<file path="src/rtl/aux_step_counter_pkg.sv">
// aux_cnt_pkg: shared encodings for the auxiliary step counter.
//   MODE_WRAP / MODE_SAT : mode_i encodings (modulo wrap vs clip at 0/MAX)
//   DIR_UP / DIR_DN      : up_i encodings
//   cnt_op_e             : which update the counter applies on a given edge
package aux_cnt_pkg;

  localparam logic MODE_WRAP = 1'b0;
  localparam logic MODE_SAT  = 1'b1;
  localparam logic DIR_UP    = 1'b1;
  localparam logic DIR_DN    = 1'b0;

  // Update selected by the priority mux, highest priority first.
  typedef enum logic [1:0] {
    OP_CLR  = 2'd0,
    OP_LOAD = 2'd1,
    OP_STEP = 2'd2,
    OP_HOLD = 2'd3
  } cnt_op_e;

  // Priority decode: clear beats load beats enable beats hold.
  function automatic cnt_op_e sel_op(input logic clr, input logic load, input logic en);
    if (clr)       return OP_CLR;
    else if (load) return OP_LOAD;
    else if (en)   return OP_STEP;
    else           return OP_HOLD;
  endfunction

endpackage

</file>
<file path="src/rtl/aux_step_counter_if.sv">
// aux_step_counter_if: control/status bundle of the auxiliary step counter.
//   clr_i, load_i, load_val_i, en_i, up_i, mode_i, step_i : control into the counter
//   cnt_o, tc_o, ovf_o, err_o                             : registered status out
// Modports: master drives control and observes status; slave is the counter.
interface aux_step_counter_if #(
  parameter int WIDTH  = 6,
  parameter int STEP_W = 3
);
  logic              clr_i;
  logic              load_i;
  logic [WIDTH-1:0]  load_val_i;
  logic              en_i;
  logic              up_i;
  logic              mode_i;
  logic [STEP_W-1:0] step_i;
  logic [WIDTH-1:0]  cnt_o;
  logic              tc_o;
  logic              ovf_o;
  logic              err_o;

  modport master (
    output clr_i, load_i, load_val_i, en_i, up_i, mode_i, step_i,
    input  cnt_o, tc_o, ovf_o, err_o
  );

  modport slave (
    input  clr_i, load_i, load_val_i, en_i, up_i, mode_i, step_i,
    output cnt_o, tc_o, ovf_o, err_o
  );
endinterface

</file>
<file path="src/rtl/aux_step_counter_next.sv">
// aux_step_next: combinational next-count for one enabled step.
//   cnt  : current count (always <= MAX)
//   step : step amount, zero-extended
//   up   : DIR_UP / DIR_DN
//   mode : MODE_WRAP / MODE_SAT
//   nxt  : count after the step
//   tc   : step crossed a bound (wrapped or clipped)
//   err  : step larger than MAX, rejected; count holds
// All arithmetic is WIDTH+1 bits so the carry out of cnt+step is visible.
module aux_step_next
  import aux_cnt_pkg::*;
#(
  parameter int WIDTH  = 6,
  parameter int MAX    = 63,
  parameter int STEP_W = 3
) (
  input  logic [WIDTH-1:0]  cnt,
  input  logic [STEP_W-1:0] step,
  input  logic              up,
  input  logic              mode,
  output logic [WIDTH-1:0]  nxt,
  output logic              tc,
  output logic              err
);

  localparam logic [WIDTH:0] MAX_X = (WIDTH+1)'(MAX);
  localparam logic [WIDTH:0] MOD_X = (WIDTH+1)'(MAX + 1);

  logic [WIDTH:0] cnt_x, step_x;
  logic [WIDTH:0] up_sum, up_wrap, dn_diff, dn_wrap;

  assign cnt_x  = {1'b0, cnt};
  assign step_x = {{(WIDTH+1-STEP_W){1'b0}}, step};

  // Wrap results only matter when the plain result left [0, MAX]; in that
  // case they land back in range, so dropping the top bit is lossless.
  assign up_sum  = cnt_x + step_x;
  assign up_wrap = up_sum - MOD_X;
  assign dn_diff = cnt_x - step_x;
  assign dn_wrap = cnt_x + MOD_X - step_x;

  always_comb begin
    nxt = cnt;
    tc  = 1'b0;
    err = 1'b0;
    if (step_x == '0) begin
      // zero step: hold, no flags
    end else if (step_x > MAX_X) begin
      err = 1'b1;
    end else if (up == DIR_UP) begin
      if (up_sum > MAX_X) begin
        tc  = 1'b1;
        nxt = (mode == MODE_SAT) ? MAX_X[WIDTH-1:0] : up_wrap[WIDTH-1:0];
      end else begin
        nxt = up_sum[WIDTH-1:0];
      end
    end else begin
      if (cnt_x < step_x) begin
        tc  = 1'b1;
        nxt = (mode == MODE_SAT) ? '0 : dn_wrap[WIDTH-1:0];
      end else begin
        nxt = dn_diff[WIDTH-1:0];
      end
    end
  end

endmodule

</file>
<file path="src/rtl/aux_step_counter.sv">
// aux_step_counter: modulo-(MAX+1) up/down counter with programmable step,
// wrap/saturate mode, synchronous clear/load and tc/ovf/err flags.
//   clk  : clock, posedge
//   rstn : asynchronous active-low reset
//   bus  : control/status bundle (slave side), see aux_step_counter_if
// Update priority per edge: clear > load > enable > hold. tc_o and err_o are
// single-cycle pulses for the edge that caused them; ovf_o is sticky until
// clear or reset.
module aux_step_counter
  import aux_cnt_pkg::*;
#(
  parameter int WIDTH   = 6,
  parameter int MAX     = 63,
  parameter int STEP_W  = 3,
  parameter int RST_VAL = 0
) (
  input  logic               clk,
  input  logic               rstn,
  aux_step_counter_if.slave  bus
);

  if (WIDTH < 2) begin : g_chk_width
    $error("aux_step_counter: WIDTH must be >= 2");
  end
  if (MAX < 0 || MAX > (2**WIDTH) - 1) begin : g_chk_max
    $error("aux_step_counter: MAX must lie in [0, 2**WIDTH-1]");
  end
  if (STEP_W < 1 || STEP_W > WIDTH) begin : g_chk_step
    $error("aux_step_counter: STEP_W must lie in [1, WIDTH]");
  end
  if (RST_VAL < 0 || RST_VAL > MAX) begin : g_chk_rst
    $error("aux_step_counter: RST_VAL must lie in [0, MAX]");
  end

  localparam logic [WIDTH:0]   MAX_X = (WIDTH+1)'(MAX);
  localparam logic [WIDTH-1:0] RST_C = WIDTH'(RST_VAL);

  logic [WIDTH-1:0] cnt_q, cnt_d;
  logic             tc_q, tc_d;
  logic             ovf_q, ovf_d;
  logic             err_q, err_d;

  logic [WIDTH-1:0] step_nxt;
  logic             step_tc, step_err;
  cnt_op_e          op;

  aux_step_next #(
    .WIDTH  (WIDTH),
    .MAX    (MAX),
    .STEP_W (STEP_W)
  ) u_next (
    .cnt  (cnt_q),
    .step (bus.step_i),
    .up   (bus.up_i),
    .mode (bus.mode_i),
    .nxt  (step_nxt),
    .tc   (step_tc),
    .err  (step_err)
  );

  assign op = sel_op(bus.clr_i, bus.load_i, bus.en_i);

  always_comb begin
    cnt_d = cnt_q;
    tc_d  = 1'b0;
    err_d = 1'b0;
    ovf_d = ovf_q;
    unique case (op)
      OP_CLR: begin
        // clear wins even over an ovf set from the same edge
        cnt_d = RST_C;
        ovf_d = 1'b0;
      end
      OP_LOAD: begin
        // out-of-range loads clip to MAX and flag; they are not a wrap
        if ({1'b0, bus.load_val_i} > MAX_X) begin
          cnt_d = MAX_X[WIDTH-1:0];
          err_d = 1'b1;
        end else begin
          cnt_d = bus.load_val_i;
        end
      end
      OP_STEP: begin
        cnt_d = step_nxt;
        tc_d  = step_tc;
        err_d = step_err;
        if (step_tc) ovf_d = 1'b1;
      end
      default: ;
    endcase
  end

  always_ff @(posedge clk or negedge rstn) begin
    if (!rstn) begin
      cnt_q <= RST_C;
      tc_q  <= 1'b0;
      ovf_q <= 1'b0;
      err_q <= 1'b0;
    end else begin
      cnt_q <= cnt_d;
      tc_q  <= tc_d;
      ovf_q <= ovf_d;
      err_q <= err_d;
    end
  end

  assign bus.cnt_o = cnt_q;
  assign bus.tc_o  = tc_q;
  assign bus.ovf_o = ovf_q;
  assign bus.err_o = err_q;

endmodule

</file>
<file path="src/flat_wrapper.sv">
// flat-port wrapper written by rule: the top's interface ports become plain ports
module aux_step_counter_flat import aux_cnt_pkg::*;
#(
  parameter int WIDTH   = 6,
  parameter int MAX     = 63,
  parameter int STEP_W  = 3,
  parameter int RST_VAL = 0
)
  (clk, rstn, bus_clr_i, bus_load_i, bus_load_val_i, bus_en_i, bus_up_i, bus_mode_i, bus_step_i, bus_cnt_o, bus_tc_o, bus_ovf_o, bus_err_o);
  aux_step_counter_if #(.WIDTH(WIDTH), .STEP_W(STEP_W)) bus_i ();
  input  logic clk;
  input  logic rstn;
  input wire logic [$bits(bus_i.clr_i)-1:0] bus_clr_i;
  input wire logic [$bits(bus_i.load_i)-1:0] bus_load_i;
  input wire logic [$bits(bus_i.load_val_i)-1:0] bus_load_val_i;
  input wire logic [$bits(bus_i.en_i)-1:0] bus_en_i;
  input wire logic [$bits(bus_i.up_i)-1:0] bus_up_i;
  input wire logic [$bits(bus_i.mode_i)-1:0] bus_mode_i;
  input wire logic [$bits(bus_i.step_i)-1:0] bus_step_i;
  output wire logic [$bits(bus_i.cnt_o)-1:0] bus_cnt_o;
  output wire logic [$bits(bus_i.tc_o)-1:0] bus_tc_o;
  output wire logic [$bits(bus_i.ovf_o)-1:0] bus_ovf_o;
  output wire logic [$bits(bus_i.err_o)-1:0] bus_err_o;
  assign bus_i.clr_i = bus_clr_i;
  assign bus_i.load_i = bus_load_i;
  assign bus_i.load_val_i = bus_load_val_i;
  assign bus_i.en_i = bus_en_i;
  assign bus_i.up_i = bus_up_i;
  assign bus_i.mode_i = bus_mode_i;
  assign bus_i.step_i = bus_step_i;
  assign bus_cnt_o = bus_i.cnt_o;
  assign bus_tc_o = bus_i.tc_o;
  assign bus_ovf_o = bus_i.ovf_o;
  assign bus_err_o = bus_i.err_o;
  aux_step_counter #(.WIDTH(WIDTH), .MAX(MAX), .STEP_W(STEP_W), .RST_VAL(RST_VAL)) u_core (.clk(clk), .rstn(rstn), .bus(bus_i));
endmodule
</file>
<file path="config.mk">
export PLATFORM = sky130hd
export DESIGN_NAME = aux_step_counter_flat
export DESIGN_NICKNAME = d
export VERILOG_FILES = /design/src/rtl/aux_step_counter_pkg.sv /design/src/rtl/aux_step_counter_if.sv /design/src/rtl/aux_step_counter_next.sv /design/src/rtl/aux_step_counter.sv /design/src/flat_wrapper.sv
export SDC_FILE = /design/constraint.sdc
export NUM_CORES = 1
export LEC_CHECK = 0
export CAP_MARGIN = 20
export CORE_MARGIN = 2
export CORE_UTILIZATION = 40
export DETAILED_ROUTE_END_ITERATION = 8
export GPL_TIMING_DRIVEN = 0
export PLACE_DENSITY = 0.76
export SKIP_LAST_GASP = 1
export SLEW_MARGIN = 30
export SYNTH_ARGS = -nofsm -noshare
export SYNTH_HDL_FRONTEND = slang
export SYNTH_HIERARCHICAL = 1
export SYNTH_SLANG_ARGS = --single-unit
</file>
<file path="constraint.sdc">
create_clock -name clk -period 4.62 [get_ports clk]
set_input_delay 0.924 -clock clk [delete_from_list [all_inputs] [get_ports clk]]
set_output_delay 0.924 -clock clk [all_outputs]
set_load 0.05 [all_outputs]
</file>
# Word level (Yosys, flattened, before mapping)
# Index checks and enable logic that the tools add are counted.
dict set report classes {
  add_sub_neg 5
  n_mul 0
  n_div 0
  n_lt_le_gt_ge 3
  eq_ne 5
  n_shift 0
  muxes 22
  bitwise 0
  n_reduce_logical 6
}
# operator count
set ops {}
lappend ops {{two-way mux 6 bit} 7}
lappend ops {{one-hot mux 6 bit (3 select lines)} 1}
lappend ops {{subtractor 6 x 3 -> 6 bit} 2}
lappend ops {{two-way mux 1 bit} 11}
lappend ops {{adder 6 x 3 -> 7 bit} 1}
lappend ops {{> comparator 7 x 6 -> 1 bit (second input constant)} 1}
lappend ops {{zero test 7 bit} 1}
lappend ops {{adder 6 x 1 -> 6 bit (second input constant)} 1}
lappend ops {{> comparator 3 x 6 -> 1 bit (second input constant)} 1}
lappend ops {{< comparator 6 x 3 -> 1 bit} 1}
lappend ops {{subtractor 6 x 1 -> 6 bit (second input constant)} 1}
lappend ops {{two-way mux 2 bit} 2}
lappend ops {{!= test 2 bit (second input constant)} 2}
lappend ops {{AND reduction 3 bit} 1}
lappend ops {{nonzero test 3 bit} 1}
lappend ops {{equality test 2 x 1 -> 1 bit (second input constant)} 1}
lappend ops {{equality test 2 bit (second input constant)} 1}
lappend ops {{zero test 2 bit} 1}
lappend ops {{!= test 2 x 1 -> 1 bit (second input constant)} 1}
lappend ops {{one-hot mux 1 bit (2 select lines)} 1}
lappend ops {{AND reduction 2 bit} 1}
lappend ops {{nonzero test 2 bit} 1}
dict set report word_totals {
  regBits 9
  latch_bits 0
  ramBits 0
  mem_bits_ro 0
  output_inout_bits 9
  wordCells 45
  memories 0
}

# Longest topological paths before layout
dict set report depth {
  word_depth 8
  mapped_depth 10
  mapped_depth_nobuf 10
}

# By module
# The synthesis kept the hierarchy.
# mod n_inst cells_per_inst area_each_um2 seq_area_each_um2
set modules_own_cells {}
lappend modules_own_cells {aux_step_next 1 80 534.3 0.0}
lappend modules_own_cells {aux_step_counter 1 35 422.9 225.2}

# Least setup slack after synthesis
# Ideal clock, no wire load.
dict set report synth_timing {
  path_type {input-to-reg}
  start {in bus_step_i[0]}
  end {reg u_core.cnt_q[3], in the netlist u_core/bus.cnt_o[3]}
  setup_ps 94
  arrival_time_ps 2512
  t_required_ps 4526
  setup_slack_ps 2014
  stages 9
  path_buffers 0
  path_cell_list {ha_1 fa_1 inv_1 a21oi_2 a31oi_1 a221oi_1 o2bb2ai_1 mux2i_1 a211oi_1}
}
dict set report synth_via {
  elab_chain_len 8
}
# item line
set synth_lines {}
lappend synth_lines {{start: declaration} flat_wrapper.sv:19} ;# input wire logic [$bits(bus_i.step_i)-1:0] bus_step_i;
lappend synth_lines {{adder 6 x 3 -> 7 bit} aux_step_counter_next.sv:37} ;# assign up_sum = cnt_x + step_x;
lappend synth_lines {{subtractor 6 x 1 -> 6 bit} aux_step_counter_next.sv:38} ;# assign up_wrap = up_sum - MOD_X;
lappend synth_lines {{two-way mux 6 bit} aux_step_counter_next.sv:53} ;# nxt = (mode == MODE_SAT) ? MAX_X[WIDTH-1:0] : up_wrap[WIDTH-1:0];
lappend synth_lines {{two-way mux 6 bit} aux_step_counter_next.sv:51} ;# if (up_sum > MAX_X) begin
lappend synth_lines {{two-way mux 6 bit *} aux_step_counter_next.sv:50} ;# end else if (up == DIR_UP) begin
lappend synth_lines {{two-way mux 6 bit *} aux_step_counter_next.sv:48} ;# end else if (step_x > MAX_X) begin
lappend synth_lines {{two-way mux 6 bit *} aux_step_counter_next.sv:46} ;# if (step_x == '0) begin
lappend synth_lines {{via u_core.step_nxt[3]} aux_step_counter.sv:43} ;# logic [WIDTH-1:0] step_nxt;
lappend synth_lines {{one-hot mux 6 bit (3 select lines) *} aux_step_counter.sv:68} ;# unique case (op)
lappend synth_lines {{end signal: assignment} aux_step_counter.sv:100} ;# cnt_q <= cnt_d;
lappend synth_lines {{end: declaration} aux_step_counter.sv:38} ;# logic [WIDTH-1:0] cnt_q, cnt_d;
# Mark *: on every way through the listed nets, which the timed path passes. The rest lies on a longest branch. The select of a mux whose other input is x is not followed.
# A chain may end at the register's enable or synchronous reset.

# Final worst setup path
# Same ends and word-level chain as after synthesis.

==> tab_implementation.tex <==
\begin{tabular}{lr}
\hline
Metric & Value \\
\hline
\multicolumn{2}{l}{\textbf{Synth}} \\
\quad Adder-Cell Fraction of Synth Area & 0.120 \\
\quad Main synth FF type & sky130\_fd\_sc\_hd\_\_dfrtp\_1 \\
\quad Register bit total from synthesis & 9 \\
\quad Post-synth top area share & 0.235 \\
\quad Post-synthesis async set-or-reset flop share & 1.00 \\
\quad Number of enable flip-flop cells after synthesis & 0 \\
\quad Area of the mapped netlist & 957 sq um \\
\quad Biggest area contributors in the synthesized netlist & sky130\_fd\_sc\_hd\_\_dfrtp\_1, sky130\_fd\_sc\_hd\_\_ha\_1, sky130\_fd\_sc\_hd\_\_mux2i\_1, sky130\_fd\_sc\_hd\_\_a211oi\_1, sky130\_fd\_sc\_hd\_\_nor2b\_1 \\
\quad Commonest cells in the netlist & sky130\_fd\_sc\_hd\_\_inv\_1, sky130\_fd\_sc\_hd\_\_dfrtp\_1, sky130\_fd\_sc\_hd\_\_a21oi\_1, sky130\_fd\_sc\_hd\_\_nor2b\_1 \\
\quad Portion of netlist area occupied by mux cells & 0.0732 \\
\quad Largest family of logic cells by synthesized area & compound AO/OA/AOI/OAI gates \\
\quad Basic-gate share of the synthesized area counting and, or, nand and nor cells & 0.210 \\
\quad Number of instances in the synthesized netlist & 115 \\
\quad Library cell with the largest summed area after synthesis & sky130\_fd\_sc\_hd\_\_dfrtp\_1 \\
\quad Most frequent cell after synthesis & sky130\_fd\_sc\_hd\_\_inv\_1 \\
\quad Synthesized area divided by synthesized cell count & 8.32 sq um \\
\quad Count of different cell masters after synthesis & 35 \\
\quad Share of synthesized area occupied by flip-flops and latches & 0.235 \\
\quad Warnings, synthesis & 6 \\
\quad XOR/XNOR share of the synthesized area & 0.00915 \\
\quad Area fraction in compound gates after synthesis & 0.265 \\
\quad Number of nets in the synthesized netlist & 139 \\
\multicolumn{2}{l}{\textbf{Timing}} \\
\quad Top achievable clock speed & 311 MHz \\
\quad Worst-Margin Slew & 894 ps \\
\quad Max-Slew Margin vs Limit & 0.399 \\
\quad RSZ-0062 raised after global routing & false \\
\quad Final Max Slew Viols & 0 \\
\quad Worst clock skew & 1.72 ps \\
\quad Minimum clock period & 3220 ps \\
\quad Setup total negative slack & 0 ps \\
\quad \# setup viols final & 0 \\
\quad Portion of the clock cycle consumed by the worst path in the final layout & 0.697 \\
\quad Hold Fails Final Rpt & 0 \\
\multicolumn{2}{l}{\textbf{Clock tree}} \\
\quad Hold-fix buffers at CTS & 0 \\
\quad Number of buffers added for setup after CTS & 0 \\
\quad Cells resized by post-CTS repair & 0 \\
\quad CTS tree & yes \\
\quad Clock transition at the register clock pins on the worst setup and hold paths after CTS & 60 ps \\
\quad Clock Sink Count & 9 \\
\quad Buffers from clock root to sink, at most & 2 \\
\quad Clock latency of the later-clocked register in the worst-skew pair & 260 ps \\
\quad Clock tree root driver cell & sky130\_fd\_sc\_hd\_\_clkbuf\_4 \\
\quad CTS H-tree depth & 1 \\
\quad Number of buffers created by CTS & 3 \\
\multicolumn{2}{l}{\textbf{Place}} \\
\quad Total of buffers placed on input and output ports & 22 \\
\quad Post-placement cell area & 1210 sq um \\
\quad Placer Congestion & 0.897 \\
\quad Post-detailed-placement half-perimeter wirelength & 1.86 mm \\
\multicolumn{2}{l}{\textbf{Floorplan}} \\
\quad Floorplan die width & 52.9 um \\
\quad Core Rows & 17 \\
\quad Top-Level Pins & 25 \\
\quad Area of the die & 2800 sq um \\
\quad Effective utilization at floorplan & 0.429 \\
\quad Y dimension of the die & 52.9 um \\
\quad Core Area & 2230 sq um \\
\multicolumn{2}{l}{\textbf{Job}} \\
\quad Max Cap Violations & 0 \\
\multicolumn{2}{l}{\textbf{Critical path}} \\
\quad Signal arrival time at the worst endpoint & 3390 ps \\
\quad Critical-path cell with the highest stage delay & sky130\_fd\_sc\_hd\_\_clkdlybuf4s50\_1 \\
\quad Critical path required time & 4790 ps \\
\quad R2r worst-path depth & 10 \\
\quad R2R Path End & u\_core/bus.cnt\_o[3]\$\_DFFE\_PN0P\_ \\
\quad Critical path class & input pin to register \\
\quad Largest fanout on the critical path & 5 \\
\quad Crit Reg-Reg Startpoint & u\_core/bus.cnt\_o[0]\$\_DFFE\_PN0P\_ \\
\quad Kind of launch point of the worst setup path & input pin \\
\quad CP peak stage delay & 480 ps \\
\quad Setup slack on the worst flop-to-flop path & 2100 ps \\
\quad Worst path cell trace & clkdlybuf4s50\_1 -> ha\_1 -> fa\_1 -> inv\_1 -> a21oi\_2 -> a31oi\_1 -> a221oi\_1 -> o2bb2ai\_1 -> mux2i\_1 -> a211oi\_1 \\
\quad Kind of end point of the critical path & register \\
\multicolumn{2}{l}{\textbf{Global route}} \\
\quad Antenna violations before repair & 0 \\
\quad Via count of the first global-routing pass & 902 \\
\quad Total global routing track utilization & 0.191 \\
\quad Total gr overflow & 0 \\
\quad Pin count of the biggest net entering global routing & 11 \\
\quad First-pass GRT wire length & 3.90 mm \\
\multicolumn{2}{l}{\textbf{Pwr}} \\
\quad Power density of the placed cells & 226 nW/um\^{}2 \\
\quad Design Power & 280 uW \\
\quad Net switching power figure & 107 uW \\
\quad Share of power burned in the clock network & 0.214 \\
\quad Leak Pwr & 0.520 nW \\
\quad Peak VDD IR & 168 uV \\
\quad Net Sw Frac & 0.381 \\
\quad Proportion of power drawn by flip-flops and latches & 0.327 \\
\quad Share of total power in combinational logic & 0.459 \\
\quad Cell-internal power & 173 uW \\
\multicolumn{2}{l}{\textbf{Routing}} \\
\quad DRC Markers & 0 \\
\quad Number of vias in the routed layout & 935 \\
\quad Drt via density & 5.53 \\
\quad Drt total wl & 2.34 mm \\
\quad Detailed-route wire length per cell & 13.9 um \\
\quad First-iteration detailed-routing DRC count & 26 \\
\quad Remaining antenna violation count & 0 \\
\quad First-pass iteration count of the detailed router & 4 \\
\multicolumn{2}{l}{\textbf{Final layout}} \\
\quad Fraction of layout instances using a drive strength above 1 & 0.0709 \\
\quad Filler cell count & 223 \\
\quad Layout Nets & 166 \\
\quad Ant. Diodes & 0 \\
\quad Final Instance Area & 1240 sq um \\
\quad Area growth from synthesis to layout & 29.4\% \\
\multicolumn{2}{l}{\textbf{Worst hold path}} \\
\quad Tightest Hold Check Type & register to register \\
\quad Worst hold path endpoint & u\_core/bus.ovf\_o\$\_DFFE\_PN0P\_ \\
\quad Hold Crit Depth & 2 \\
\quad Hold path startpoint & u\_core/bus.ovf\_o\$\_DFFE\_PN0P\_ \\
\multicolumn{2}{l}{\textbf{Run status}} \\
\quad Outcome & finished clean \\
\hline
\end{tabular}
## critical path, delay by kind of cell
family / cells / cell delay (ps)
AOI/OAI and AO/OA: 5 / 1130
adders and majority gates: 2 / 670
buffers and inverters: 2 / 570
muxes: 1 / 100
## cells in the final DEF, fill, tap and decap left out, types with 2 or more instances in the layout
cell type and instances:
sky130_fd_sc_hd__o21ai_0 7, sky130_fd_sc_hd__nand3_1 2, sky130_fd_sc_hd__clkbuf_4 3, sky130_fd_sc_hd__nand3b_1 2, sky130_fd_sc_hd__clkdlybuf4s50_1 22, sky130_fd_sc_hd__o22ai_1 2, sky130_fd_sc_hd__fa_1 2, sky130_fd_sc_hd__inv_1 11
sky130_fd_sc_hd__nor2b_1 8, sky130_fd_sc_hd__nor4bb_1 2, sky130_fd_sc_hd__mux2i_1 7, sky130_fd_sc_hd__ha_1 6, sky130_fd_sc_hd__nor3_1 2, sky130_fd_sc_hd__clkbuf_1 4, sky130_fd_sc_hd__a21oi_1 8, sky130_fd_sc_hd__a211oi_1 7
sky130_fd_sc_hd__nand2b_1 2, sky130_fd_sc_hd__a221oi_1 3, sky130_fd_sc_hd__nor2_1 7, sky130_fd_sc_hd__buf_4 2, sky130_fd_sc_hd__a31oi_1 3, sky130_fd_sc_hd__nand2_1 5, sky130_fd_sc_hd__o211ai_1 2, sky130_fd_sc_hd__dfrtp_1 9
## power groups by stage
stage	logic, mW	clock network [mW]	registers (mW)
after CTS	0.128	0.0626	0.0918
after floorplan	0.0686	0	0.110
after global routing	0.141	0.0691	0.0925
after detailed placement	0.127	0	0.0931
final	0.129	0.0599	0.0918
after global placement	0.126	0	0.0928
## layer usage
layer	track usage	vias up	part of all wire
li1	-	461	-
met1	0.233	429	0.45
met2	0.325	41	0.47
met3	0.0339	4	0.067
met4	0.0855	0	0.018
met5	0	-	0
## registers in the layout, indices dropped and copies added, names as in the netlist
register and count:
u_core/bus.cnt_o 6, u_core/bus.err_o 1, u_core/bus.tc_o 1, u_core/bus.ovf_o 1
## stage by stage
stage	cells	hold WS (ps)	setup WS [ps]	utilization
floorplan	115	628	2010	-
detailed placement	165	520	1120	0.543
global placement	165	504	1200	0.543
global route	169	571	1220	0.555
finish	169	527	1400	0.555
CTS	169	533	1400	0.555
## area by class of cell
type / instances / area, sq um / area share
Inverter: 11 / 41.3 / 0.0333
Clock buffer: 4 / 26.3 / 0.0212
Timing Repair Buffer: 22 / 220 / 0.178
Buffer: 6 / 37.5 / 0.0303
Tap cell: 28 / 35.0 / 0.0283
Sequential cell: 9 / 225 / 0.182
Multi-Input combinational cell: 89 / 653 / 0.527
## logic make-up after synthesis
kind of cell,count (synthesis)
compound gates,37
xor+xnor,1
fa+ha+maj,8
buf+inv,17
flops,9
mux,7
other cells,1
simple gates,35
## how the worst max path moves through the flow
| stage | cells past startpoint | slack (ps) | startpoint | endpoint |
|---|---|---|---|---|
| after global placement | 10 | 1200 | bus_step_i[0] | u_core/bus.cnt_o[3]$_DFFE_PN0P_ |
| after CTS | 10 | 1400 | bus_step_i[0] | u_core/bus.cnt_o[3]$_DFFE_PN0P_ |
| after global routing | 10 | 1220 | bus_step_i[1] | u_core/bus.cnt_o[3]$_DFFE_PN0P_ |
| after floorplan | 9 | 2010 | bus_step_i[0] | u_core/bus.cnt_o[3]$_DFFE_PN0P_ |
| final | 10 | 1400 | bus_step_i[0] | u_core/bus.cnt_o[3]$_DFFE_PN0P_ |
| after detailed placement | 10 | 1120 | bus_step_i[0] | u_core/bus.cnt_o[3]$_DFFE_PN0P_ |
Note: power is estimated with default switching activity, not from simulation.
